`config.mk`:
```
export PLATFORM = sky130hd
export DESIGN_NAME = demux_xy_to_chan_flat
export DESIGN_NICKNAME = d
export VERILOG_FILES = /design/src/rtl/demux_xy_to_chan_pkg.sv /design/src/rtl/demux_xy_to_chan_if.sv /design/src/rtl/demux_xy_to_chan_fifo.sv /design/src/rtl/demux_xy_to_chan.sv /design/src/flat_wrapper.sv
export SDC_FILE = /design/constraint.sdc
export NUM_CORES = 1
export LEC_CHECK = 0
export ABC_AREA = 1
export CAP_MARGIN = 20
export CORE_AREA = 10 10 55 57
export CTS_BUF_LIST = sky130_fd_sc_hd__clkbuf_8
export CTS_CLUSTER_DIAMETER = 200
export DETAILED_ROUTE_END_ITERATION = 10
export DIE_AREA = 0 0 65 67
export PLACE_DENSITY_LB_ADDON = 0.12
export SETUP_SLACK_MARGIN = 0.02
export SKIP_LAST_GASP = 1
export SYNTH_ARGS = -nofsm -noshare
export SYNTH_HDL_FRONTEND = slang
export SYNTH_SLANG_ARGS = --single-unit
```
`constraint.sdc`:
```
create_clock -name c -period 1.4 [get_ports c]
set_input_delay 0.21 -clock c [delete_from_list [all_inputs] [get_ports c]]
set_output_delay 0.21 -clock c [all_outputs]
set_load 0.1 [all_outputs]
```
`src/rtl/demux_xy_to_chan_pkg.sv`:
```
// Shared lightclick payload types and route-select encoding.
package lightclick_types_pkg;
  typedef struct packed { logic x; } X;
  typedef union packed { logic x; X y; } Y;
  typedef union packed { logic x; X y; } IJ;

  typedef logic [1:0] sel_t;
  localparam sel_t SEL_NONE = 2'b00;
  localparam sel_t SEL_CH1  = 2'b01;
  localparam sel_t SEL_CH2  = 2'b10;
  localparam sel_t SEL_BOTH = 2'b11;

  // Bit 0 of the select steers to chan1, bit 1 to chan2.
  function automatic logic sel_ch1(sel_t s);
    return s[0];
  endfunction

  function automatic logic sel_ch2(sel_t s);
    return s[1];
  endfunction
endpackage

```
`src/rtl/demux_xy_to_chan_if.sv`:
```
// Producer/consumer bundle of the xy -> chan1/chan2 demux.
interface demux_xy_to_chan_if
  import lightclick_types_pkg::*;
#(
  parameter int CNT_W = 4
) ();
  sel_t             ctrl;
  logic             xy_valid;
  IJ                xy;
  logic             xy_ready;
  logic             chan1_valid;
  Y                 chan1;
  logic             chan1_ready;
  logic             chan2_valid;
  Y                 chan2;
  logic             chan2_ready;
  logic             err;
  logic [CNT_W-1:0] drop_count;

  // Environment side: producer plus both consumers.
  modport master (
    output ctrl, xy_valid, xy, chan1_ready, chan2_ready,
    input  xy_ready, chan1_valid, chan1, chan2_valid, chan2, err, drop_count
  );

  // Block side.
  modport slave (
    input  ctrl, xy_valid, xy, chan1_ready, chan2_ready,
    output xy_ready, chan1_valid, chan1, chan2_valid, chan2, err, drop_count
  );
endinterface

```
`src/rtl/demux_xy_to_chan_fifo.sv`:
```
// Small per-channel FIFO; head is presented combinationally from storage.
module demux_fifo
  import lightclick_types_pkg::*;
#(
  parameter int DEPTH = 2
) (
  input  logic c,
  input  logic rst,
  input  logic push,
  input  Y     din,
  output logic full,
  input  logic pop,
  output Y     dout,
  output logic valid
);
  localparam int AW = $clog2(DEPTH);

  Y              mem_q [DEPTH];
  logic [AW-1:0] wr_q, rd_q;
  logic [AW:0]   cnt_q;
  logic          do_push, do_pop;

  assign full    = (cnt_q == (AW+1)'(DEPTH));
  assign valid   = (cnt_q != '0);
  assign do_push = push && !full;
  assign do_pop  = pop && valid;
  // Writes never land on rd_q while non-empty, so the head only moves on pop
  // or on a push into an empty queue.
  assign dout    = mem_q[rd_q];

  // Storage, pointers (wrap mod DEPTH) and occupancy; reset discards all.
  always_ff @(posedge c or posedge rst) begin
    if (rst) begin
      for (int i = 0; i < DEPTH; i++) mem_q[i] <= '0;
      wr_q  <= '0;
      rd_q  <= '0;
      cnt_q <= '0;
    end else begin
      if (do_push) begin
        mem_q[wr_q] <= din;
        wr_q        <= wr_q + 1'b1;
      end
      if (do_pop) rd_q <= rd_q + 1'b1;
      case ({do_push, do_pop})
        2'b10:   cnt_q <= cnt_q + 1'b1;
        2'b01:   cnt_q <= cnt_q - 1'b1;
        default: cnt_q <= cnt_q;
      endcase
    end
  end
endmodule

```
`src/rtl/demux_xy_to_chan.sv`:
```
// Steers xy beats to chan1, chan2 or both; drops and counts illegal selects.
module demux_xy_to_chan
  import lightclick_types_pkg::*;
#(
  parameter int DEPTH = 2,
  parameter int CNT_W = 4
) (
  input logic              c,
  input logic              rst,
  demux_xy_to_chan_if.slave bus
);
  logic             full1, full2;
  logic             xy_ready_d;
  logic             fire, push1, push2, illegal;
  logic             err_q, err_d;
  logic [CNT_W-1:0] drop_q, drop_d;
  Y                 din;

  // Accept depends only on the select and current occupancy; a broadcast
  // waits until both queues have room so it is never split.
  always_comb begin
    xy_ready_d = 1'b1;
    case (bus.ctrl)
      SEL_CH1:  xy_ready_d = !full1;
      SEL_CH2:  xy_ready_d = !full2;
      SEL_BOTH: xy_ready_d = !full1 && !full2;
      default:  xy_ready_d = 1'b1;
    endcase
  end

  assign bus.xy_ready = xy_ready_d;
  assign fire         = bus.xy_valid && xy_ready_d;
  assign push1        = fire && sel_ch1(bus.ctrl);
  assign push2        = fire && sel_ch2(bus.ctrl);
  assign illegal      = fire && (bus.ctrl == SEL_NONE);
  assign din          = Y'(bus.xy);

  // Next error pulse and saturating drop count.
  always_comb begin
    err_d  = illegal;
    drop_d = drop_q;
    if (illegal && (drop_q != '1)) drop_d = drop_q + 1'b1;
  end

  // Error/drop registers.
  always_ff @(posedge c or posedge rst) begin
    if (rst) begin
      err_q  <= 1'b0;
      drop_q <= '0;
    end else begin
      err_q  <= err_d;
      drop_q <= drop_d;
    end
  end

  assign bus.err        = err_q;
  assign bus.drop_count = drop_q;

  demux_fifo #(.DEPTH(DEPTH)) u_fifo1 (
    .c(c), .rst(rst), .push(push1), .din(din), .full(full1),
    .pop(bus.chan1_ready), .dout(bus.chan1), .valid(bus.chan1_valid)
  );

  demux_fifo #(.DEPTH(DEPTH)) u_fifo2 (
    .c(c), .rst(rst), .push(push2), .din(din), .full(full2),
    .pop(bus.chan2_ready), .dout(bus.chan2), .valid(bus.chan2_valid)
  );
endmodule
```
`src/flat_wrapper.sv`:
```
// flat-port wrapper written by rule: the top's interface ports become plain ports
module demux_xy_to_chan_flat import lightclick_types_pkg::*;
#(
  parameter int DEPTH = 2,
  parameter int CNT_W = 4
)
  (c, rst, bus_ctrl, bus_xy_valid, bus_xy, bus_chan1_ready, bus_chan2_ready, bus_xy_ready, bus_chan1_valid, bus_chan1, bus_chan2_valid, bus_chan2, bus_err, bus_drop_count);
  demux_xy_to_chan_if #(.CNT_W(CNT_W)) bus_i ();
  input logic c;
  input logic rst;
  input wire logic [$bits(bus_i.ctrl)-1:0] bus_ctrl;
  input wire logic [$bits(bus_i.xy_valid)-1:0] bus_xy_valid;
  input wire logic [$bits(bus_i.xy)-1:0] bus_xy;
  input wire logic [$bits(bus_i.chan1_ready)-1:0] bus_chan1_ready;
  input wire logic [$bits(bus_i.chan2_ready)-1:0] bus_chan2_ready;
  output wire logic [$bits(bus_i.xy_ready)-1:0] bus_xy_ready;
  output wire logic [$bits(bus_i.chan1_valid)-1:0] bus_chan1_valid;
  output wire logic [$bits(bus_i.chan1)-1:0] bus_chan1;
  output wire logic [$bits(bus_i.chan2_valid)-1:0] bus_chan2_valid;
  output wire logic [$bits(bus_i.chan2)-1:0] bus_chan2;
  output wire logic [$bits(bus_i.err)-1:0] bus_err;
  output wire logic [$bits(bus_i.drop_count)-1:0] bus_drop_count;
  assign bus_i.ctrl = bus_ctrl;
  assign bus_i.xy_valid = bus_xy_valid;
  assign bus_i.xy = bus_xy;
  assign bus_i.chan1_ready = bus_chan1_ready;
  assign bus_i.chan2_ready = bus_chan2_ready;
  assign bus_xy_ready = bus_i.xy_ready;
  assign bus_chan1_valid = bus_i.chan1_valid;
  assign bus_chan1 = bus_i.chan1;
  assign bus_chan2_valid = bus_i.chan2_valid;
  assign bus_chan2 = bus_i.chan2;
  assign bus_err = bus_i.err;
  assign bus_drop_count = bus_i.drop_count;
  demux_xy_to_chan #(.DEPTH(DEPTH), .CNT_W(CNT_W)) u_core (.c(c), .rst(rst), .bus(bus_i));
endmodule
```
# --- Yosys cells after proc, flatten, opt, wreduce, memory -nomap -nowiden ---
# Cells that the tools add are included.
word_totals:
  register_bits: 17
  elab_cells: 75
  out_inout_bits: 10
  input_bits: 8
classes:
  magnitude_cmp: 6
  reduce_logical: 19
  n_addsub: 9
  bitwise: 4
  eq_ne: 10
  muxes: 15
ops:
  columns: ["op", "n"]
  rows:
  - ["== test 2 bit, second input constant", 6]
  - ["logical AND 1 bit", 12]
  - [">= comparator 2 bit, second input constant", 4]
  - ["two-way mux 1 bit", 8]
  - ["inverter 1 -> 2 bit", 4]
  - ["case mux 2 bit (2 select lines)", 2]
  - ["nonzero test 2 bit", 4]
  - ["== test 2 x 1 -> 1 bit, second input constant", 3]
  - ["adder 1 bit, second input constant", 4]
  - ["adder 2 x 1 -> 2 bit, second input constant", 2]
  - ["adder 4 x 1 -> 4 bit, second input constant", 1]
  - ["bitwise mux 2 bit", 2]
  - ["less-than comparator 2 x 1 -> 1 bit, second input constant", 2]
  - ["!= test 4 bit, second input constant", 1]
  - ["subtractor 2 x 1 -> 2 bit, second input constant", 2]
  - ["case mux 1 bit (3 select lines)", 1]
  - ["demux 1 bit (select 1 bit)", 2]
  - ["logical NOT 1 bit", 2]
  - ["logical NOT 2 bit", 1]

# --- Logic depth before layout (Yosys ltp) ---
logic_depth:
  ltp_word: 9
  depth_mapped: 8
  mapped_depth_nobuf: 8

# --- Cells and area by module ---
# From an unflattened synthesis, not the netlist that was laid out.
hier_totals:
  hier_cells: 131
  hier_area_um2: 974.7
by_module_without_submodules:
  columns: ["module", "cells_per_inst", "seq_area_each_um2", "n_inst", "area_per_inst_um2"]
  rows:
  - ["demux_fifo at u_core.u_fifo1", 42, 150.1, 1, 335.3]
  - ["demux_fifo at u_core.u_fifo2", 42, 150.1, 1, 325.3]
  - ["demux_xy_to_chan", 47, 125.1, 1, 314.1]

# --- Worst setup path before layout ---
# Ideal clock, no wire load.
synth_timing:
  kind: "register -> output"
  start: "register u_core.u_fifo1.rd_q"
  end: "output bus_chan1"
  slack_ps: -1318
  path_buffers: 0
  stages_incl_launch_ff: 2
  required_ps: 1190
  arrival_ps: 2508
  path_cell_list: "dfrtp_1 o21ai_0"
synth_via:
  elab_chain_len: 4
synth_lines:
  columns: ["item", "line_no", "text"]
  rows:
  - ["start: declaration", "demux_xy_to_chan_fifo.sv:19", "logic [AW-1:0] wr_q, rd_q;"]
  - ["start signal: assignment", "demux_xy_to_chan_fifo.sv:43", "if (do_pop) rd_q <= rd_q + 1'b1;"]
  - ["inverter 1 -> 2 bit (not written as such)", "demux_xy_to_chan_fifo.sv:29", "assign dout = mem_q[rd_q];"]
  - ["two-way mux 1 bit (not written as such) (3 in series)", "demux_xy_to_chan_fifo.sv:29", null]
  - ["end: declaration", "flat_wrapper.sv:18", "output wire logic [$bits(bus_i.chan1)-1:0] bus_chan1;"]
# Every way passes these cells. The select of a mux whose other input is x is not followed.

# --- Worst setup path after layout ---
layout_timing:
  start: "register u_core.u_fifo1.cnt_q[1]"
  end: "register u_core.u_fifo1.cnt_q[1]"
layout_via:
  elab_chain_len: 9
  elab_cells_between_ends: 15
  classes_between: "add/sub: 2; eq/ne: 3; mux: 2; reduce/logical: 8"
layout_lines:
  columns: ["item", "line_no", "text"]
  rows:
  - ["start: declaration", "demux_xy_to_chan_fifo.sv:20", "logic [AW:0] cnt_q;"]
  - ["start signal: assignment", "demux_xy_to_chan_fifo.sv:45", "2'b10: cnt_q <= cnt_q + 1'b1;"]
  - ["start signal: assignment", "demux_xy_to_chan_fifo.sv:46", "2'b01: cnt_q <= cnt_q - 1'b1;"]
  - ["start signal: assignment", "demux_xy_to_chan_fifo.sv:47", "default: cnt_q <= cnt_q;"]
  - ["== test 2 bit", "demux_xy_to_chan_fifo.sv:23", "assign full = (cnt_q == (AW+1)'(DEPTH));"]
  - ["logical NOT 1 bit", "demux_xy_to_chan_fifo.sv:25, demux_xy_to_chan.sv:24, demux_xy_to_chan.sv:26", null]
  - ["logical AND 1 bit", "demux_xy_to_chan.sv:26", "SEL_BOTH: xy_ready_d = !full1 && !full2;"]
  - ["case mux 1 bit (3 select lines)", "demux_xy_to_chan.sv:23", "case (bus.ctrl)"]
  - ["logical AND 1 bit", "demux_xy_to_chan.sv:32", "assign fire = bus.xy_valid && xy_ready_d;"]
  - ["logical AND 1 bit", "demux_xy_to_chan.sv:33", "assign push1 = fire && sel_ch1(bus.ctrl);"]
  - ["logical AND 1 bit", "demux_xy_to_chan_fifo.sv:25", "assign do_push = push && !full;"]
  - ["== test 2 x 1 -> 1 bit or == test 2 bit (tied branches)", "demux_xy_to_chan_fifo.sv:44", "case ({do_push, do_pop})"]
  - ["case mux 2 bit (2 select lines) or nonzero test 2 bit (tied branches)", null, null]
# Parallel ways exist; a longest one is shown, timed or not.
# A chain may end at the register's enable or synchronous reset.

==> summary.txt <==
Run status
  – Outcome: finished, final reports clean

Synth
  – Syn nets: approximately 110
  – Sequential area share after synthesis: approximately half
  – Syn avg cell area: between 9 and 10 um^2
  – Yosys warning total: 0
  – Syn Inst Count: 95
  – Synthesized area: a little under 900 um^2
  – #FFs+latches synth: 17
  – Yosys cell types: 19

Critical path
  – Reg-to-reg critical path startpoint: u_core.u_fifo1.cnt_q[1]$_DFFE_PP0P_
  – Worst Setup SP: u_core.u_fifo1.cnt_q[1]$_DFFE_PP0P_
  – Worst Setup EP: u_core.u_fifo1.cnt_q[1]$_DFFE_PP0P_
  – FF-to-FF End: u_core.u_fifo1.cnt_q[1]$_DFFE_PP0P_
  – Crit path max fanout: 3
  – Flop2flop setup slack: around 24 ps
  – Setup crit end kind: flop
  – Critical Path Source Type: flop
  – Arrival @ worst endpoint: 1510 ps
  – Data required, critical path: ~1500 ps
  – R2R cell count: 6
  – Crit Path Category: reg2reg

Global route
  – Vias in the first global route: slightly below 800
  – First-pass GRT wire length: roughly 3500 um
  – GRT Overall Usage: around 10%
  – Pin count of the biggest net entering global routing: 18
  – Global route total overflow: 0
  – Initial antenna violation count: 0

Detailed routing
  – Via count: between 700 and 800
  – DRT Pass-1 Iters: 2
  – DR vias/cell: 4.57
  – Final ANT Viol Nets: 0
  – # DRC: 0
  – Starting DRT DRC Count: 17
  – Drt wl/cell: 12.3 um
  – WL final: slightly below 2000 um

Clock tree
  – TritonCTS clock tree: yes
  – Clk_lat worst skew: ~250 ps
  – Clk sinks: 17
  – Clk slew on worst S/H paths: about 70 ps
  – Cts hold-fix bufs: 0
  – H-tree depth: 1
  – Worst-case clock buffer depth: 2
  – CTS root buf: clkbuf_8
  – CTS buffer count: 3

Final layout
  – Synthesis-to-layout area growth: 70.4%
  – Ratio of cells with drive above 1 in the final layout: a little under half
  – N_diodes: 0
  – Nets@finish: roughly 140
  – Final Util: around 77%

Timing
  – Setup violations, final: 0
  – Tcrit/Tclk final: roughly 98%
  – Slew Viols, Final: 0
  – Max Clock Freq: a little over 700 MHz
  – Final setup TNS: 0 ps
  – Clock Skews: 2.04 ps
  – Slew @ Worst Pin: about 240 ps
  – Hold slack: around 270 ps
  – RSZ-0062 raised after global routing: true
  – Slew margin rel.: a little over four fifths
  – Crit path time final: around 1400 ps
  – Final hold violation count: 0

Floorplan
  – Chip width: 65 um
  – Die Y: approximately 67 um
  – Die area: 4360 um^2
  – Num rows: 16
  – Core area: 1940 um^2
  – Initial core utilization: 45.4%
  – IO Count: 18

Placed design
  – GPL Wtd Cong: 0.697
  – Dpl hpwl: between 1500 and 2000 um
  – PortBufs: 17

Flow run
  – Maxcap violations: 0

Worst hold path
  – Hold Crit Class: in2async
-- cell usage in the layout (no fill, tap or decap), types with 4 or more instances in the layout --
cell             count
inv_1               12
inv_2                4
buf_4               16
o21bai_1             4
nand2_1             15
xnor2_1              4
xor2_1               6
nor2_1               4
buf_12              10
dfrtp_1             12
clkdlybuf4s50_1      4
-- how the worst min path moves through the flow --
stage | from | end | slack [ps] | cells after the start
after global routing | rst | u_core.u_fifo2.mem_q[0]$_DFFE_PP0P_ | 310 | 3
final | rst | u_core.u_fifo1.rd_q$_DFFE_PP0P_ | 270 | 3
after CTS | rst | u_core.u_fifo1.mem_q[0]$_DFFE_PP0P_ | 280 | 3
after global placement | u_core.u_fifo2.wr_q$_DFFE_PP0P_ | u_core.u_fifo2.mem_q[1]$_DFFE_PP0P_ | 500 | 2
after floorplan | rst | u_core.bus.drop_count[0]$_DFFE_PP0P_ | 140 | 1
after detailed placement | u_core.u_fifo2.wr_q$_DFFE_PP0P_ | u_core.u_fifo2.mem_q[1]$_DFFE_PP0P_ | 500 | 2
-- metrics by stage --
step           setup slack [ps]  cell area, um^2  instances
4_1_cts                    3.86             1490        159
2_1_floorplan             -76.1             1010         95
5_1_grt                   -55.6             1500        159
6_report                   24.4             1500        159
3_5_place_dp               -284             1400        150
3_3_place_gp               -236             1400        150
-- state kept, by name, summed over array words and instances, names as in the netlist --
signal	cells
u_core.u_fifo2.rd_q	1
u_core.u_fifo1.mem_q	2
u_core.u_fifo2.wr_q	1
u_core.bus.err	1
u_core.u_fifo1.wr_q	1
u_core.bus.drop_count	4
u_core.u_fifo2.cnt_q	2
u_core.u_fifo1.cnt_q	2
u_core.u_fifo1.rd_q	1
u_core.u_fifo2.mem_q	2
-- final cells by class --
class / count / area [um^2]
repair buffers: 33 / 387
inverters: 19 / 78.8
clock buffers: 3 / 41.3
flip-flops and latches: 17 / 437
fillers: 129 / 439
multi-input cells: 59 / 520
clock inverters: 1 / 5.00
well taps: 27 / 33.8
-- repair_timing --
action,4_1_cts,5_1_grt
endpoints found under the setup margin,3,4
pin swaps,4,0
buffers inserted,5,0
resized for setup,7,4
gates cloned,0,0
-- synthesized netlist by cell type --
library cell	instances	area share, %
a22oi_1	1	0.85
o21bai_1	4	3.4
xnor2_1	4	4.0
dfrtp_1	17	48
inv_2	2	0.85
nand3_2	2	2.3
nand4_2	2	2.8
a21oi_1	2	1.1
nor3b_2	1	1.4
a21oi_4	1	1.8
nand2_2	1	0.71
nand3b_1	1	0.85
nand2_1	20	8.5
inv_1	17	7.2
ha_1	3	4.3
nand3_1	1	0.57
o21ai_0	6	3.4
nor2_1	4	1.7
xor2_1	6	6.0
-- critical path, cell delays in order, from the launching register on --
cell	delay [ps]
dfrtp_2	450
nand2_2	100
nand4_4	120
ha_4	260
a21oi_2	90
o21ai_1	80
xor2_1	140
-- logic make-up (layout without fill, tap and decap cells) --
family	after synthesis	after routing	share of synthesized area, %
XOR/XNOR	10	10	9.93
AO/OA/AOI/OAI	14	14	10.6
buffers and inverters	19	56	8.09
adder cells (fa/ha/maj)	3	3	4.26
AND/OR/NAND/NOR	32	32	18.9
flip-flops	17	17	48.2
-- per-layer routing --
| layer | global-route usage, % | routed length [um] | up-vias | share of wire, % |
|---|---|---|---|---|
| met2 | 16.3 | 974 | 13 | 50 |
| met3 | 3.01 | 85 | 2 | 4.3 |
| met5 | 0 | 0 | - | 0 |
| li1 | - | - | 374 | - |
| met1 | 11.7 | 880 | 337 | 45 |
| met4 | 4.81 | 18 | 0 | 0.92 |
Power is left out: the tool's default activity adds up to more than one toggle a clock period on the data nets, which glitch-free logic cannot reach.
